**src/rtl/fifo_arb_pkg.sv**
```systemverilog
// Shared types and width helpers for the FIFO write arbiter.
package fifo_arb_pkg;

    // Arbiter FSM: IDLE has no owner, OWN has one producer granted.
    typedef enum logic {
        IDLE = 1'b0,
        OWN  = 1'b1
    } arb_state_t;

    // Width of a producer index; never narrower than one bit.
    function automatic int unsigned id_width(input int unsigned num_req);
        return (num_req > 1) ? $clog2(num_req) : 1;
    endfunction

    // Width of the per-grant beat counter, able to hold 0..max_burst.
    function automatic int unsigned cnt_width(input int unsigned max_burst);
        return (max_burst > 0) ? $clog2(max_burst + 1) : 1;
    endfunction

endpackage

```
**src/rtl/fifo_wr_arbiter_rr_pick.sv**
```systemverilog
// Combinational round-robin picker: first set request at or after i_start,
// wrapping around to index 0.
module rr_pick
    import fifo_arb_pkg::*;
#(
    parameter  int unsigned NUM_REQ = 4,
    localparam int unsigned ID_W    = id_width(NUM_REQ)
) (
    input  logic [NUM_REQ-1:0] i_req,
    input  logic [ID_W-1:0]    i_start,
    output logic               o_found,
    output logic [ID_W-1:0]    o_idx
);

    // Two passes: upper part [start..N-1] first, then the wrapped part [0..start-1].
    always_comb begin
        o_found = 1'b0;
        o_idx   = '0;
        for (int unsigned j = 0; j < NUM_REQ; j++) begin
            if (!o_found && i_req[j] && (j >= int'(i_start))) begin
                o_found = 1'b1;
                o_idx   = ID_W'(j);
            end
        end
        for (int unsigned j = 0; j < NUM_REQ; j++) begin
            if (!o_found && i_req[j] && (j < int'(i_start))) begin
                o_found = 1'b1;
                o_idx   = ID_W'(j);
            end
        end
    end

endmodule

```
**src/rtl/fifo_wr_arbiter.sv**
```systemverilog
// Round-robin write arbiter sharing one FIFO write port between NUM_REQ
// producers. Grants bursts of up to MAX_BURST beats, honours fifo_full and
// hands over ownership without idle cycles.
module fifo_wr_arbiter
    import fifo_arb_pkg::*;
#(
    parameter  int unsigned NUM_REQ    = 4,
    parameter  int unsigned DATA_WIDTH = 4,
    parameter  int unsigned MAX_BURST  = 4,
    localparam int unsigned ID_W       = id_width(NUM_REQ)
) (
    input  logic                          clk,
    input  logic                          reset,
    input  logic [NUM_REQ-1:0]            req_valid,
    input  logic [NUM_REQ*DATA_WIDTH-1:0] req_data,
    output logic [NUM_REQ-1:0]            req_ready,
    input  logic                          fifo_full,
    output logic                          fifo_wr_en,
    output logic [DATA_WIDTH-1:0]         fifo_wr_data,
    output logic                          grant_valid,
    output logic [ID_W-1:0]               grant_id
);

    localparam int unsigned      CNT_W     = cnt_width(MAX_BURST);
    localparam logic [ID_W-1:0]  LAST_ID   = ID_W'(NUM_REQ - 1);
    localparam logic [CNT_W-1:0] LAST_BEAT = CNT_W'(MAX_BURST - 1);

    arb_state_t       r_state;
    arb_state_t       w_state_nxt;
    logic [ID_W-1:0]  r_owner;
    logic [ID_W-1:0]  w_owner_nxt;
    logic [ID_W-1:0]  r_last_grant;
    logic [ID_W-1:0]  w_last_grant_nxt;
    logic [CNT_W-1:0] r_beat_cnt;
    logic [CNT_W-1:0] w_beat_cnt_nxt;

    logic [ID_W-1:0]       w_idle_start;
    logic                  w_idle_found;
    logic [ID_W-1:0]       w_idle_idx;
    logic [ID_W-1:0]       w_rel_start;
    logic [NUM_REQ-1:0]    w_rel_req;
    logic                  w_rel_found;
    logic [ID_W-1:0]       w_rel_idx;
    logic                  w_own_valid;
    logic [DATA_WIDTH-1:0] w_own_data;
    logic                  w_accept;
    logic                  w_release;

    // Successor index modulo NUM_REQ.
    function automatic logic [ID_W-1:0] next_id(input logic [ID_W-1:0] id);
        return (id == LAST_ID) ? '0 : id + ID_W'(1);
    endfunction

    // Scan starts just after the last grant, so the last grantee is scanned last.
    assign w_idle_start = next_id(r_last_grant);
    // At release the pointer becomes the current owner, so scanning starts after it.
    assign w_rel_start  = next_id(r_owner);

    rr_pick #(
        .NUM_REQ (NUM_REQ)
    ) u_idle_pick (
        .i_req   (req_valid),
        .i_start (w_idle_start),
        .o_found (w_idle_found),
        .o_idx   (w_idle_idx)
    );

    rr_pick #(
        .NUM_REQ (NUM_REQ)
    ) u_rel_pick (
        .i_req   (w_rel_req),
        .i_start (w_rel_start),
        .o_found (w_rel_found),
        .o_idx   (w_rel_idx)
    );

    // Select the owner's valid/data and build the request vector with the owner masked.
    always_comb begin
        w_own_valid = 1'b0;
        w_own_data  = '0;
        w_rel_req   = req_valid;
        for (int unsigned i = 0; i < NUM_REQ; i++) begin
            if (r_owner == ID_W'(i)) begin
                w_own_valid  = req_valid[i];
                w_own_data   = req_data[i*DATA_WIDTH +: DATA_WIDTH];
                w_rel_req[i] = 1'b0;
            end
        end
    end

    assign w_accept  = (r_state == OWN) && w_own_valid && !fifo_full;
    assign w_release = (r_state == OWN) &&
                       (!w_own_valid || (w_accept && (r_beat_cnt == LAST_BEAT)));

    // State, owner, pointer and beat counter registers.
    always_ff @(posedge clk or negedge reset) begin
        if (!reset) begin
            r_state      <= IDLE;
            r_owner      <= '0;
            r_last_grant <= LAST_ID;
            r_beat_cnt   <= '0;
        end else begin
            r_state      <= w_state_nxt;
            r_owner      <= w_owner_nxt;
            r_last_grant <= w_last_grant_nxt;
            r_beat_cnt   <= w_beat_cnt_nxt;
        end
    end

    // Next-state logic and outputs decoded from registered state and live inputs.
    always_comb begin
        w_state_nxt      = r_state;
        w_owner_nxt      = r_owner;
        w_last_grant_nxt = r_last_grant;
        w_beat_cnt_nxt   = r_beat_cnt;
        grant_valid      = 1'b0;
        grant_id         = '0;
        req_ready        = '0;
        fifo_wr_en       = 1'b0;
        fifo_wr_data     = '0;

        unique case (r_state)
            IDLE: begin
                if (w_idle_found) begin
                    w_state_nxt    = OWN;
                    w_owner_nxt    = w_idle_idx;
                    w_beat_cnt_nxt = '0;
                end
            end

            OWN: begin
                grant_valid  = 1'b1;
                grant_id     = r_owner;
                fifo_wr_en   = w_accept;
                fifo_wr_data = w_own_data;
                for (int unsigned i = 0; i < NUM_REQ; i++) begin
                    req_ready[i] = (r_owner == ID_W'(i)) && !fifo_full;
                end

                if (w_release) begin
                    w_last_grant_nxt = r_owner;
                    w_beat_cnt_nxt   = '0;
                    if (w_rel_found) begin
                        w_owner_nxt = w_rel_idx;
                    end else if (!w_own_valid) begin
                        w_state_nxt = IDLE;
                    end
                    // Otherwise only the owner is still valid: it keeps the grant
                    // with a fresh burst, no bubble.
                end else if (w_accept) begin
                    w_beat_cnt_nxt = r_beat_cnt + CNT_W'(1);
                end
            end

            default: begin
                w_state_nxt = IDLE;
            end
        endcase
    end

endmodule

```
**config.mk**
```make
export PLATFORM = sky130hd
export DESIGN_NAME = fifo_wr_arbiter
export DESIGN_NICKNAME = d
export VERILOG_FILES = /design/src/rtl/fifo_arb_pkg.sv /design/src/rtl/fifo_wr_arbiter_rr_pick.sv /design/src/rtl/fifo_wr_arbiter.sv
export SDC_FILE = /design/constraint.sdc
export NUM_CORES = 1
export LEC_CHECK = 0
export ABC_AREA = 1
export BUFFER_PORTS_ARGS = -buffer_cell sky130_fd_sc_hd__buf_2
export CAP_MARGIN = 20
export CORE_MARGIN = 2
export CORE_UTILIZATION = 45
export CTS_BUF_LIST = sky130_fd_sc_hd__clkbuf_8
export DETAILED_ROUTE_END_ITERATION = 12
export GPL_ROUTABILITY_DRIVEN = 0
export HOLD_SLACK_MARGIN = 0.15
export PLACE_DENSITY = 0.82
export SYNTH_ARGS = -nofsm -noshare
export SYNTH_HDL_FRONTEND = slang
export SYNTH_SLANG_ARGS = --single-unit
```
**constraint.sdc**
```tcl
create_clock -name clk -period 3.7 [get_ports clk]
set_input_delay 0.555 -clock clk [delete_from_list [all_inputs] [get_ports clk]]
set_output_delay 0.555 -clock clk [all_outputs]
set_load 0.05 [all_outputs]
```
==> results.ini <==
[die]
rows=16
die_h_um=50.21
start_util=0.4848
die_w_um=50.21
io_pins=35
core_area_mm2=0.001982
dieArea_mm2=0.002521

[synth]
synthFlopType=dfrtp_1
synth_cell_types=24
synth_commonest_cells=nand2_1 (53), inv_1 (18), nand3_1 (11)
synth_area_um2=960.9
yosysTopAreaCell=nand2_1
synth_fp_nets=186
synth.most_common_cell=nand2_1
yosysWarnings=0
syn_avg_cell_area_um2=6.240
synth_area_leaders=nand2_1 (21%), dfrtp_1 (16%), ha_1 (12%)
synth-edff-count=0
netlist_instances=154
ys_seq_area_frac=0.2109
synth_seq_cells=8
synth_top_cell_area_share=0.2070
ys_async_sr_fraction=1.000

[finish]
area_growth_pct=24.48
nNetsFinal=222
finalInstanceArea_mm2=0.001196
diodes=0
nFillCells=187
post-route-util=0.6035
final_layout_size_suffix_gt1_frac=0.3228

[worst_setup_path]
required_ps=3140
crit_path_end=fifo_wr_data[1]
crit_fanout=7
cp.arrival_ps=1940
end_kind=primary output
rrSetupSlack_ps=1960
r2r-start=r_last_grant[0]
worstSetupPathType=flip-flop to primary output
critPathLaunch=r_owner[1]
timing.rr.end=r_owner[1]
crit_path_start_kind=flip-flop
r2r_cells=10

[detailed_routing]
vias_per_cell=5.060
wire_per_inst_um=11.06
route.detailed.drc=0
vias=1093
drt_iter0_markers=19
totalWireLength_um=2389
dr.pass1.iters=4
postRouteAntennaNets=0

[clock_network]
ctsLongestPathBuffers=2
hold_buffers=0
clk_pin_slew_ps=40
post_cts_buffers=0
cts_tree=built
clock_latency_ps=230
cts-resized-gates=0
cts-root-buf=clkbuf_8
cts_sinks=8
htreeDepth=1
cts_buffers=3

[sta]
drv_slew=0
relSlewSlack=0.6588
worst_clock_skew_ps=0.8877
worst_pin_slew_ps=511.8
hold_viol=0
setup_tns_ps=0
timing.hold.ws_ps=163.5
fmax_mhz=401.3
rsz0062_at_grt=no
finalCritPeriodShare=0.6735
final.min_clock_period_ps=2492
setup_viol=0

[power_and_ir_drop]
powerDensity_mw_per_mm2=1034
ir_drop_mv=0.5503
p_leak_nw=0.7253

[status]
status=completed

[global_routing]
antenna_found_initial=0
grt_first_pass_wirelength_um=4084
grt_pass1_vias=1026
grt.total_usage=0.2082
grt_overflow=0
grt_max_degree=18

[place]
placed_cell_area_mm2=0.001151
io_buffers=34
dpl.hpwl_um=1973

[flow_run]
drv_cap=0

[min_path]
hp-class=primary input to async pin

how the worst min path moves through the flow:
stage	to	slack [ps]	from	cells after the start
detailed placement	r_beat_cnt[2]	410	reset	1
global route	r_beat_cnt[2]	170	reset	1
finish	r_owner[0]	160	reset	1
floorplan	r_beat_cnt[0]	260	reset	0
CTS	r_state	160	reset	1
global placement	r_beat_cnt[2]	400	reset	1
worst max-delay path, cell delays in order (launching register included):
cell and delay [ps]:
dfrtp_1 450, inv_1 90, ha_1 270, nor2_1 240
a22oi_1 100, nand2_1 70, o21ai_0 80, a21oi_1 120
buf_2 270
logic make-up after synthesis:
family,Yosys count,share of synthesized area
DFF,8,0.2109
and+or+nand+nor,89,0.4297
adders and majority gates,9,0.1172
AOI/OAI and AO/OA,21,0.1341
buffers and inverters,27,0.1081
per-layer routing:
layer  GRT usage  vias to the layer above  part of all wire
met1      0.2296                      492              0.42
li1            -                      564                 -
met5           0                        -                 0
met4      0.1204                        0             0.010
met3     0.03571                        4             0.062
met2      0.3706                       33              0.51
registers in the layout, summed over array words and instances (netlist names):
signal / count
r_last_grant: 2
r_state: 1
r_beat_cnt: 3
r_owner: 2
final cells by class:
type | count | area [um^2] | share of cell area
Timing Repair Buffer | 34 | 170.2 | 0.1423
Clock inverter | 1 | 3.754 | 0.003138
Tap cell | 27 | 33.78 | 0.02824
Inverter | 24 | 90.09 | 0.07531
Multi-Input combinational cell | 119 | 654.4 | 0.5471
Sequential cell | 8 | 202.7 | 0.1695
Clock buffer | 3 | 41.29 | 0.03452
cell usage in the layout, fill, tap and decap left out:
cell type,instances
ha_1,9
nor2_1,5
inv_2,6
dfstp_2,2
dfrtp_1,6
nand2_1,53
nor3_1,4
a22oi_1,2
nand3b_2,1
nand3_1,11
nand2_2,8
o21ai_0,8
clkbuf_8,3
o31ai_2,1
nor2_4,1
nand4_2,1
o211ai_2,1
inv_1,19
buf_2,34
nand3_2,1
a21oi_1,8
nand4_1,3
nor2_2,1
o21ai_2,1
power breakdown:
part | switching (mW) | internal, mW
sequential | 0.0550 | 0.130
combinational | 0.675 | 0.270
clock | 0.0357 | 0.0720
stage by stage:
stage                     setup WS [ps]  std cells  total power, mW
final                              1208        216            1.237
after global placement             1533        212            1.104
after detailed placement           1450        212            1.131
after CTS                          1201        216            1.245
after floorplan                   913.7        154           0.9408
after global routing              968.7        216            1.363
(Power assumes the default switching activity.)
